===== src/rtl/mips_pkg.sv =====
// Shared constants for the multicycle MIPS control path: opcodes, functs,
// FSM state encodings, ALU control codes and datapath mux select codes.
package mips_pkg;

    localparam logic [5:0] OP_RTYPE = 6'b000000;
    localparam logic [5:0] OP_LW    = 6'b100011;
    localparam logic [5:0] OP_SW    = 6'b101011;
    localparam logic [5:0] OP_BEQ   = 6'b000100;
    localparam logic [5:0] OP_ADDI  = 6'b001000;
    localparam logic [5:0] OP_J     = 6'b000010;

    localparam logic [5:0] FN_ADD = 6'b100000;
    localparam logic [5:0] FN_SUB = 6'b100010;
    localparam logic [5:0] FN_AND = 6'b100100;
    localparam logic [5:0] FN_OR  = 6'b100101;
    localparam logic [5:0] FN_SLT = 6'b101010;

    localparam logic [2:0] ALU_ADD = 3'b010;
    localparam logic [2:0] ALU_SUB = 3'b110;
    localparam logic [2:0] ALU_AND = 3'b000;
    localparam logic [2:0] ALU_OR  = 3'b001;
    localparam logic [2:0] ALU_SLT = 3'b111;

    localparam logic [1:0] ALUOP_ADD   = 2'b00;
    localparam logic [1:0] ALUOP_SUB   = 2'b01;
    localparam logic [1:0] ALUOP_FUNCT = 2'b10;

    localparam logic [1:0] PCSRC_ALURESULT = 2'b00;
    localparam logic [1:0] PCSRC_ALUOUT    = 2'b01;
    localparam logic [1:0] PCSRC_JUMP      = 2'b10;

    localparam logic [1:0] SRCB_B       = 2'b00;
    localparam logic [1:0] SRCB_FOUR    = 2'b01;
    localparam logic [1:0] SRCB_IMM     = 2'b10;
    localparam logic [1:0] SRCB_IMM_SH2 = 2'b11;

    typedef enum logic [3:0] {
        S_FETCH   = 4'd0,
        S_DECODE  = 4'd1,
        S_MEMADR  = 4'd2,
        S_MEMRD   = 4'd3,
        S_MEMWB   = 4'd4,
        S_MEMWR   = 4'd5,
        S_EXECUTE = 4'd6,
        S_ALUWB   = 4'd7,
        S_BEQ     = 4'd8,
        S_ADDIEX  = 4'd9,
        S_ADDIWB  = 4'd10,
        S_JUMP    = 4'd11
    } state_t;

endpackage


===== src/rtl/alu_decoder.sv =====
// Maps the FSM's 2-bit ALUOp plus the instruction funct field to an ALU
// control code, flagging functs the ALU does not support.
module alu_decoder
    import mips_pkg::*;
(
    input  logic [1:0] aluOp_i,
    input  logic [5:0] funct_i,
    output logic [2:0] aluControl_o,
    output logic       functIllegal_o
);

    always_comb begin
        aluControl_o   = ALU_ADD;
        functIllegal_o = 1'b0;
        case (aluOp_i)
            ALUOP_SUB: aluControl_o = ALU_SUB;
            ALUOP_FUNCT: begin
                case (funct_i)
                    FN_ADD:  aluControl_o = ALU_ADD;
                    FN_SUB:  aluControl_o = ALU_SUB;
                    FN_AND:  aluControl_o = ALU_AND;
                    FN_OR:   aluControl_o = ALU_OR;
                    FN_SLT:  aluControl_o = ALU_SLT;
                    default: functIllegal_o = 1'b1;
                endcase
            end
            default: aluControl_o = ALU_ADD;
        endcase
    end

endmodule


===== src/rtl/multicycle_control.sv =====
// Moore sequencing FSM for the multicycle MIPS datapath: steps through
// fetch/decode/execute states and drives every mux select and enable.
module multicycle_control
    import mips_pkg::*;
(
    input  logic       clk,
    input  logic       rst_n,
    input  logic [5:0] Opcode,
    input  logic [5:0] Funct,
    input  logic       zero,
    output logic       IorD,
    output logic       MemWrite,
    output logic       IRWrite,
    output logic       PCEn,
    output logic [1:0] PCSrc,
    output logic       ALUSrcA,
    output logic [1:0] ALUSrcB,
    output logic [2:0] ALUControl,
    output logic       RegDst,
    output logic       MemtoReg,
    output logic       RegWrite,
    output logic       instr_done,
    output logic       illegal,
    output logic [3:0] state
);

    state_t     state_q, state_d;
    logic [1:0] aluOp;
    logic [2:0] aluCtrlDec;
    logic       functIllegal;
    logic       pcWrite;
    logic       branch;
    logic       aluForceZero;

    alu_decoder u_alu_decoder (
        .aluOp_i        (aluOp),
        .funct_i        (Funct),
        .aluControl_o   (aluCtrlDec),
        .functIllegal_o (functIllegal)
    );

    always_ff @(posedge clk or negedge rst_n) begin
        if (!rst_n) state_q <= S_FETCH;
        else        state_q <= state_d;
    end

    always_comb begin
        state_d      = S_FETCH;
        IorD         = 1'b0;
        MemWrite     = 1'b0;
        IRWrite      = 1'b0;
        PCSrc        = PCSRC_ALURESULT;
        ALUSrcA      = 1'b0;
        ALUSrcB      = SRCB_B;
        aluOp        = ALUOP_ADD;
        RegDst       = 1'b0;
        MemtoReg     = 1'b0;
        RegWrite     = 1'b0;
        instr_done   = 1'b0;
        illegal      = 1'b0;
        pcWrite      = 1'b0;
        branch       = 1'b0;
        aluForceZero = 1'b0;
        case (state_q)
            S_FETCH: begin
                IRWrite = 1'b1;
                ALUSrcB = SRCB_FOUR;
                pcWrite = 1'b1;
                state_d = S_DECODE;
            end
            S_DECODE: begin
                ALUSrcB = SRCB_IMM_SH2;
                case (Opcode)
                    OP_LW, OP_SW: state_d = S_MEMADR;
                    OP_RTYPE:     state_d = S_EXECUTE;
                    OP_BEQ:       state_d = S_BEQ;
                    OP_ADDI:      state_d = S_ADDIEX;
                    OP_J:         state_d = S_JUMP;
                    default: begin
                        illegal    = 1'b1;
                        instr_done = 1'b1;
                        state_d    = S_FETCH;
                    end
                endcase
            end
            S_MEMADR: begin
                ALUSrcA = 1'b1;
                ALUSrcB = SRCB_IMM;
                state_d = (Opcode == OP_LW) ? S_MEMRD : S_MEMWR;
            end
            S_MEMRD: begin
                IorD    = 1'b1;
                state_d = S_MEMWB;
            end
            S_MEMWB: begin
                MemtoReg   = 1'b1;
                RegWrite   = 1'b1;
                instr_done = 1'b1;
            end
            S_MEMWR: begin
                IorD       = 1'b1;
                MemWrite   = 1'b1;
                instr_done = 1'b1;
            end
            S_EXECUTE: begin
                ALUSrcA = 1'b1;
                aluOp   = ALUOP_FUNCT;
                illegal = functIllegal;
                state_d = S_ALUWB;
            end
            S_ALUWB: begin
                RegDst     = 1'b1;
                RegWrite   = 1'b1;
                instr_done = 1'b1;
            end
            S_BEQ: begin
                ALUSrcA    = 1'b1;
                aluOp      = ALUOP_SUB;
                PCSrc      = PCSRC_ALUOUT;
                branch     = 1'b1;
                instr_done = 1'b1;
            end
            S_ADDIEX: begin
                ALUSrcA = 1'b1;
                ALUSrcB = SRCB_IMM;
                state_d = S_ADDIWB;
            end
            S_ADDIWB: begin
                RegWrite   = 1'b1;
                instr_done = 1'b1;
            end
            S_JUMP: begin
                PCSrc      = PCSRC_JUMP;
                pcWrite    = 1'b1;
                instr_done = 1'b1;
            end
            // Encodings 12-15 are unreachable; silence everything including ALUControl.
            default: aluForceZero = 1'b1;
        endcase
    end

    assign ALUControl = aluForceZero ? 3'b000 : aluCtrlDec;
    assign PCEn       = pcWrite | (branch & zero);
    assign state      = state_q;

endmodule


===== config.mk =====
export PLATFORM = sky130hd
export DESIGN_NAME = multicycle_control
export DESIGN_NICKNAME = d
export VERILOG_FILES = /design/src/rtl/mips_pkg.sv /design/src/rtl/alu_decoder.sv /design/src/rtl/multicycle_control.sv
export SDC_FILE = /design/constraint.sdc
export NUM_CORES = 1
export LEC_CHECK = 0
export CAP_MARGIN = 20
export CORE_MARGIN = 2
export CORE_UTILIZATION = 35
export DETAILED_ROUTE_END_ITERATION = 10
export PLACE_DENSITY = 0.76
export SYNTH_ARGS = -nofsm -noshare
export SYNTH_HDL_FRONTEND = slang
export SYNTH_SLANG_ARGS = --single-unit
export TNS_END_PERCENT = 30

===== constraint.sdc =====
create_clock -name clk -period 1.8 [get_ports clk]
set_input_delay 0.36 -clock clk [delete_from_list [all_inputs] [get_ports clk]]
set_output_delay 0.36 -clock clk [all_outputs]
set_load 0.01 [all_outputs]

==> results.md <==
- # IOs: 36
- Minimum clock period: 2.115 ns
- DIE AREA: 0.002305 mm2
- Critical path launch point type: flop
- Leak: 0.6602 nW
- Syn_nets: 108
- Routed Antenna Nets: 0
- Largest vdd supply drop: 467.5 uV
- TritonCTS clock tree: yes
- Worst EP required: 1.44 ns
- Status: finished with violations
- Vias post-DR: 1,081
- Worst path top cell family by delay: flip-flops
- Cts bufs inserted: 3
- Fmax: 0.4728 GHz
- CTS Root Cell: clkbuf_4
- Clock power share: 11.0%
- DR DRC count: 0
- Hold Slack: 0.3032 ns
- Critical path buffers and inverters: 1
- Die Ht: 48.02 um
- Row cnt: 15
- # port buffers: 35
- EDFF count, synth: 0
- Max-cap violations: 0
- Ant. Diodes: 0
- Vias per inst: 5.812
- Top FF cell, synth: dfrtp_1
- Share of layout cells above drive strength 1: 52.17%
- H-tree levels: 1
- Number of global-route vias before repair: 1,030
- First-pass DRT Iterations: 4
- Initial Util: 38.04%
- Clock Skew: 0.01386 ns
- Distinct cells, synth: 43
- Combinational power share: 77.7%
- Post-DP HPWL: 1874 um
- CTS clk-pin slew, worst paths: 0.05 ns
- Synth-to-layout area growth: 112.9%
- Worst Max-Slew Pin Slew: 0.4019 ns
- Final instance area: 0.001444 mm2
- Post-cts hold buffer count: 0
- CP arrival: 1.75 ns
- Layout Nets: 179
- Core Box Area: 0.001783 mm2
- Multi-input gate area: 648.1 um2
- Worst skew pair latency: 0.25 ns
- Max Slew Vio Count: 0
- Asr flop ratio synth: 100.0%
- Die width: 48.02 um
- WL/cell: 17.97 um
- Seq cells post-synth: 4
- Worst-path cell chain: and4bb_2 -> ha_4 -> nand2_4 -> a2111oi_4 -> buf_2
- Tightest Hold Check Type: in2async
- Reported net switching power: 525.6 uW
- Pin count of the biggest net entering global routing: 16
- RSZ-0062 raised after global routing: yes
- All-layer global routing usage: 30.56%
- Setup violators final: 13
- Setup Crit Path Kind: reg2out
- Filler cells: 129
- Clock Tree Buf Depth: 2
- Endpoints failing hold: 0
- GPL Wtd Cong: 0.8571
- Sw Ratio: 44.38%
- First-pass GRT wire length: 4754 um
- Overall Power: 1.184 mW
- Slew Limit Headroom: 72.96%
- Sequential Power Share: 11.3%
- FF+latch area: 101.3 um2
- Failing checks: negative setup slack
- CP peak stage delay: 0.41 ns
- Max FO, Critical Path: 4
- Avg Cell Area, Syn: 7.452 um2
- Crit path capture type: output port
- Syn. warnings: 0
- Initial antenna violation count: 0
- Period utilization: 117.5%
- Final TNS setup: -2.159 ns
- Final WS setup: -0.3149 ns
- Layout Utilization: 80.98%
- Clock sinks: 4
- Placed Area: 0.001240 mm2
- Int Pwr: 658.8 uW
- Netlist Area Pre-Place: 678.2 um2
- Post-synthesis instance total: 91
- Grt total ovfl: 0
- Crit path max-delay cell type: dfrtp_1
- Post-synthesis sequential area ratio: 14.76%
- Number of flip-flops in the largest register: 4
- Power density cells: 820.3 mW/mm2
- Final WL: 3343 um
- 1st-iter DRT viols: 23
-- cells by family (layout without fill, tap and decap cells) --
logic type	Yosys count	in the layout	share of synthesized area [%]
mux	1	1	1.660
buf+inv	13	83	12.36
fa+ha+maj	2	2	3.689
xor+xnor	3	3	3.875
simple gates	42	42	35.42
flops	4	4	14.76
compound gates	26	26	28.23
-- repair_timing --
action | in CTS | in global routing
pin swaps | 12 | 5
buffers inserted | 8 | 4
gates cloned | 0 | 0
setup endpoints to repair | 18 | 18
resized for setup | 95 | 7
-- cell usage in the layout (no fill, tap or decap), types with 4 or more instances in the layout --
cell / n
buf_4: 32
buf_6: 8
clkdlybuf4s50_1: 8
nor3_1: 4
dlygate4sd2_1: 8
buf_2: 12
inv_1: 4
nor2_1: 7
-- power by group through the flow --
stage | clock network, mW | registers [mW] | logic [mW]
after detailed placement | 0 | 0.128 | 0.812
after CTS | 0.133 | 0.132 | 0.845
after global placement | 0 | 0.128 | 0.801
after global routing | 0.140 | 0.136 | 0.976
final | 0.130 | 0.134 | 0.920
after floorplan | 0 | 0.150 | 0.361
-- cell usage after synthesis, drive strengths merged, types with 2 or more instances --
| master | instances | area, um2 |
|---|---|---|
| a221oi | 2 | 17.52 |
| dfrtp | 4 | 100.1 |
| xor2 | 3 | 26.28 |
| inv | 5 | 18.76 |
| nand3 | 3 | 15.01 |
| o211ai | 2 | 15.01 |
| a31oi | 3 | 18.77 |
| nand2 | 5 | 18.77 |
| buf | 7 | 61.30 |
| o41ai | 2 | 17.52 |
| nor3 | 5 | 25.02 |
| o21ai | 3 | 15.01 |
| ha | 2 | 25.02 |
| a21oi | 3 | 15.01 |
| nand2b | 4 | 25.02 |
| and3 | 2 | 12.51 |
| and2b | 2 | 17.52 |
| nor2b | 2 | 12.51 |
| nor2 | 9 | 33.78 |
| nor4 | 2 | 12.51 |
| nor3b | 3 | 22.52 |
-- area by class of cell --
type,instances,area share (%)
clock buffer,4,1.820
multi-input combinational,74,44.89
tap,25,2.166
sequential,4,7.019
timing repair buffer,74,42.81
inverter,5,1.300
-- path summary, 6_finish.rpt --
| path | slack [ns] | depth (start not counted) | end | start |
|---|---|---|---|---|
| worst max-delay path | -0.31 | 5 | ALUControl[0] | state[3] |
| worst min-delay path | 0.30 | 1 | state[3] | rst_n |
| worst max register to register | 0.32 | 5 | state[1] | state[1] |
| worst min register to register | 0.77 | 2 | state[0] | state[3] |
| max in group asynchronous | 1.32 | 1 | state[2] | rst_n |
| min in group clk | 0.70 | 6 | state[0] | Opcode[3] |
-- stage by stage --
stage | instances | worst slack (ns)
after floorplan | 91 | 0.002086
after global placement | 170 | -0.6811
after detailed placement | 170 | -0.6980
after CTS | 182 | -0.2825
after global routing | 186 | -0.3834
final | 186 | -0.3149
-- per-layer routing --
metal | up-vias | part of all wire, % | track usage, %
met5 | - | 0 | 0
met4 | 0 | 5.2 | 21.08
met3 | 18 | 5.7 | 4.528
met2 | 62 | 53 | 50.67
met1 | 514 | 36 | 35.79
li1 | 487 | - | -
No activity file was read; power rests on OpenSTA's default activity.
